**src/rtl/instr_imm_packer.sv**
```systemverilog
// instr_imm_packer: streaming RV32I immediate encoder for building
// instruction memory images. Each accepted word has its I/S/B immediate
// scattered into place, is range/alignment checked, and is emitted with a
// word address. Errored words are replaced by a NOP and flagged.
module instr_imm_packer #(
  parameter int                 ADDR_W    = 8,
  parameter logic [ADDR_W-1:0]  BASE_ADDR = '0
) (
  input  logic              clk,
  input  logic              rst,
  input  logic              start,
  input  logic              in_valid,
  output logic              in_ready,
  input  logic [31:0]       in_instr,
  input  logic [31:0]       in_imm,
  input  logic [1:0]        in_immsrc,
  input  logic              in_last,
  output logic              out_valid,
  input  logic              out_ready,
  output logic [31:0]       out_instr,
  output logic [ADDR_W-1:0] out_addr,
  output logic              out_err,
  output logic [7:0]        err_count,
  output logic              done
);

  localparam logic [31:0] NOP_INSTR = 32'h0000_0013;

  typedef enum logic [1:0] {
    S_IDLE,
    S_RUN,
    S_FLUSH,
    S_DONE
  } state_t;

  state_t              state_q;
  logic                out_valid_q;
  logic [31:0]         out_instr_q;
  logic [ADDR_W-1:0]   out_addr_q;
  logic [ADDR_W-1:0]   next_addr_q;
  logic                out_err_q;
  logic [7:0]          err_count_q;
  logic                done_q;

  logic                accept;
  logic                out_fire;
  logic                i_ok;
  logic                b_ok;
  logic [31:0]         enc_instr_d;
  logic                enc_err_d;

  // The output register can take a new word whenever it is empty or being drained.
  assign in_ready = (state_q == S_RUN) && (!out_valid_q || out_ready);
  assign accept   = in_valid && in_ready;
  assign out_fire = out_valid_q && out_ready;

  // I/S immediates must fit in 12 signed bits; B needs 13 signed bits and even.
  assign i_ok = (&in_imm[31:11]) | ~(|in_imm[31:11]);
  assign b_ok = ((&in_imm[31:12]) | ~(|in_imm[31:12])) & ~in_imm[0];

  // Scatter the immediate into the instruction and flag out-of-range values.
  always_comb begin
    enc_instr_d = in_instr;
    enc_err_d   = 1'b0;
    case (in_immsrc)
      2'b00: begin
        enc_instr_d[31:20] = in_imm[11:0];
        enc_err_d          = ~i_ok;
      end
      2'b01: begin
        enc_instr_d[31:25] = in_imm[11:5];
        enc_instr_d[11:7]  = in_imm[4:0];
        enc_err_d          = ~i_ok;
      end
      2'b10: begin
        enc_instr_d[31]    = in_imm[12];
        enc_instr_d[30:25] = in_imm[10:5];
        enc_instr_d[11:8]  = in_imm[4:1];
        enc_instr_d[7]     = in_imm[11];
        enc_err_d          = ~b_ok;
      end
      default: begin
        enc_err_d = 1'b1;
      end
    endcase
    if (enc_err_d) begin
      enc_instr_d = NOP_INSTR;
    end
  end

  // Session FSM, output register, address counter and error counter.
  always_ff @(posedge clk or posedge rst) begin
    if (rst) begin
      state_q     <= S_IDLE;
      out_valid_q <= 1'b0;
      out_instr_q <= '0;
      out_addr_q  <= BASE_ADDR;
      next_addr_q <= BASE_ADDR;
      out_err_q   <= 1'b0;
      err_count_q <= '0;
      done_q      <= 1'b0;
    end else begin
      done_q <= 1'b0;

      if (accept) begin
        out_valid_q <= 1'b1;
        out_instr_q <= enc_instr_d;
        out_err_q   <= enc_err_d;
        out_addr_q  <= next_addr_q;
        next_addr_q <= next_addr_q + ADDR_W'(1);
        if (enc_err_d && (err_count_q != 8'hFF)) begin
          err_count_q <= err_count_q + 8'd1;
        end
      end else if (out_fire) begin
        out_valid_q <= 1'b0;
      end

      case (state_q)
        S_IDLE: begin
          if (start) begin
            state_q     <= S_RUN;
            err_count_q <= '0;
            next_addr_q <= BASE_ADDR;
          end
        end
        S_RUN: begin
          if (accept && in_last) begin
            state_q <= S_FLUSH;
          end
        end
        S_FLUSH: begin
          if (out_fire) begin
            state_q <= S_DONE;
            done_q  <= 1'b1;
          end
        end
        default: begin
          state_q <= S_IDLE;
        end
      endcase
    end
  end

  assign out_valid = out_valid_q;
  assign out_instr = out_instr_q;
  assign out_addr  = out_addr_q;
  assign out_err   = out_err_q;
  assign err_count = err_count_q;
  assign done      = done_q;

endmodule

```
**config.mk**
```make
export PLATFORM = sky130hd
export DESIGN_NAME = instr_imm_packer
export DESIGN_NICKNAME = d
export VERILOG_FILES = /design/src/rtl/instr_imm_packer.sv
export SDC_FILE = /design/constraint.sdc
export NUM_CORES = 1
export LEC_CHECK = 0
export ABC_AREA = 1
export CORE_ASPECT_RATIO = 2
export CORE_MARGIN = 2
export CORE_UTILIZATION = 25
export DETAILED_ROUTE_END_ITERATION = 10
export GPL_TIMING_DRIVEN = 0
export PLACE_DENSITY = 0.49
export SLEW_MARGIN = 20
export SYNTH_ARGS = -nofsm -noshare
export SYNTH_HDL_FRONTEND = slang
export SYNTH_SLANG_ARGS = --single-unit
```
**constraint.sdc**
```tcl
create_clock -name clk -period 1.5 [get_ports clk]
set_input_delay 0.15 -clock clk [delete_from_list [all_inputs] [get_ports clk]]
set_output_delay 0.15 -clock clk [all_outputs]
set_load 0.01 [all_outputs]
```
==> run summary <==
Synth Net Count: 487
Final period util: 104%
Synth Flop Type: dfrtp_1
Max VDD drop: 781 uV
First drt pass iteration count: 4
Largest net degree at the start of global routing: 24
Area leader, netlist: dfrtp_1
Sequential area share after synthesis: 46.9%
Worst Skew: 0.00391 ns
Most common cell in the netlist: nand2_1
Die Y: 165 microns
Initial antenna violation count: 0
Cell count after placement: 678
Max incr delay on CP: 0.38 ns
Power Internal: 5270 uW
CTS Buf Count: 9
Clock-pin slew on the worst setup and hold paths: 0.05 ns
Final setup slack of the worst path: -0.0651 ns
Mean routed wirelength per cell: 13.9 microns
Syn_area_per_cell: 8.02 sq um
Global-route wire length before repair: 15.6 mm
Status: complete, but fails checks
Diodes inserted: 0
Max_cap viols: 0
Clk pwr share: 23.7%
Count of cell types in the netlist: 38
Final min period: 1.57 ns
Vias in the first global route: 3160
CP dominant cell by count: inv_2
Clk buf depth: 2
CP Max Fanout: 5
Max-slew violations: 0
Clock Latency Late Sink: 0.33 ns
Net Sw Frac: 34.1%
Post-synth top area share: 46.9%
DIE WIDTH: 84.7 microns
IO Pins: 124
Site row count: 59
Failing checks: negative setup slack
WL final: 9.91 mm
Yosys Warn Count: 0
Worst endpoint required time: 1.71 ns
Final core occ: 43.1%
CTS Hold Bufs: 0
Buffers on Ports: 118
CTS H-Tree Depth: 3
Crit end category: flip-flop
Worst-Margin Slew: 0.541 ns
TritonCTS Sinks: 61
Leakage power: 0.00250 uW
Vias after detailed routing: 3175
Top post-synthesis cells by count: nand2_1 (119), dfrtp_1 (61), nor2_1 (45)
Worst Hold Class: input pin to async pin
CTS tree: yes
Setup CP Type: flip-flop to flip-flop
Total core area: 12800 sq um
Filler-free cell count of the finished design: 712
Top cells by area, synth: dfrtp_1 (47%), nand2_1 (14%), nor2_1 (5.2%)
Power share of the sequential group: 31.7%
# setup viols final: 33
Synth Cell Area: 3260 sq um
P per Cell Area: 1450 nW/um^2
Seq cells post-synth: 61
Total global routing overflow: 0
Number of synthesized flops with an enable pin: 0
Layout cells sized above 1: 23.2%
Global Route Usage Sum: 14.0%
Crit-path leading delay family: simple AND/OR/NAND/NOR gates
Synth-to-Final Area Change: 69.8%
Post-Synthesis Cells: 406
Worst Path Arrival: 1.78 ns
Max Fclk: 639 MHz
Asr flop ratio synth: 100%
Vias per cell: 4.46
Critical Path Slowest Stage Cell: dfrtp_1
Nets: 636
CTS root buffer: clkbuf_16
Comb power frac: 44.6%
Buf+Inv Stages, Crit Path: 3
Final hold vios: 0
Setup tns final: -0.775 ns
Initial Util: 25.4%
NetSw: 2730 uW
Die Area: 14000 sq um
Routed Antenna Nets: 0
Startpoint Class: flip-flop
Worst path cell trace: inv_2 -> ha_4 -> inv_2 -> a21oi_4 -> nand2_4 -> inv_6 -> nand4_1 -> nor3_2 -> a21oi_1 -> o21a_1
Initial DRC Count: 120
Min Hold Slack: 0.228 ns
Gpl congestion: 0.781
Slew headroom: 63.9%
Final HPWL DP: 7.31 mm
Setup repair after global routing missed its margin: yes
Drt drc: 0
==> cells by family after synthesis <==
kind of cell	Yosys count	synth area share [%]
AND/OR/NAND/NOR	208	27.4
adder cells (fa/ha/maj)	9	3.46
AO/OA/AOI/OAI	67	13.1
XOR/XNOR	1	0.269
buffers and inverters	56	7.76
flip-flops	61	46.9
multiplexers	4	1.23
==> power by group through the flow <==
stage | registers, uW | clock network [uW] | logic [uW]
after floorplan | 2720 | 0 | 1280
after global routing | 2620 | 2030 | 3920
after detailed placement | 2540 | 0 | 3040
after global placement | 2540 | 0 | 3000
final | 2530 | 1900 | 3570
after CTS | 2520 | 1940 | 3330
==> registers in the layout, indices dropped and copies added, names as in the netlist <==
| register | flops |
|---|---|
| done | 1 |
| next_addr_q | 8 |
| out_addr | 8 |
| out_instr | 32 |
| state_q | 2 |
| out_err | 1 |
| out_valid | 1 |
| err_count | 8 |
==> metal layers <==
layer	GRT usage, %	vias to the layer above	share of wire [%]
met1	18.7	1439	47
met2	22.2	110	45
met3	4.13	10	6.3
met4	3.68	0	1.1
met5	0	-	0
li1	-	1616	-
==> layout make-up <==
| type | count | area (sq um) |
|---|---|---|
| Inverter | 42 | 175 |
| Sequential cell | 61 | 1530 |
| Clock inverter | 1 | 5.00 |
| Timing Repair Buffer | 138 | 1470 |
| Buffer | 14 | 156 |
| Clock buffer | 15 | 268 |
| Tap cell | 152 | 190 |
| Fill cell | 1315 | 7310 |
| Multi-Input combinational cell | 289 | 1740 |
==> through the flow <==
stage                     area (sq um)  setup WS [ns]  total power (uW)
after floorplan                   3320        -0.0291              4000
after global placement            4690         -0.692              5540
after detailed placement          4740         -0.710              5570
after CTS                         5220         -0.158              7800
after global routing              5530         -0.170              8560
final                             5530        -0.0651              8000
==> timing repair <==
action | in CTS | in global routing
gates cloned | 2 | 2
setup endpoints to repair | 61 | 63
hold endpoints to repair | 0 | 0
gates resized for setup | 53 | 70
pin swaps | 7 | 29
buffers inserted | 8 | 6
==> worst paths after layout <==
check	startpoint	slack (ns)	endpoint	cells after the start
setup / recovery	state_q[1]	-0.07	next_addr_q[7]	10
hold / removal	rst	0.23	out_addr[7]	2
setup reg to reg	state_q[1]	-0.07	next_addr_q[7]	10
hold reg to reg	out_addr[4]	0.48	out_addr[4]	2
max in group asynchronous	rst	0.78	out_valid	3
min in group clk	in_imm[11]	0.33	out_instr[31]	3
==> placed cells by master, fill, tap and decap left out, drive strengths merged, types with 4 or more instances in the layout <==
cell type,count
dfrtp,61
ha,9
nand3,19
mux2i,4
dlygate4sd2,11
o31ai,9
dlymetal6s2s,11
o21ai,40
buf,27
nand2,124
a21oi,11
nand4,5
clkbuf,20
inv,40
nor3,11
nor2,45
clkdlybuf4s50,94
Power figures use the tool's default switching activity.
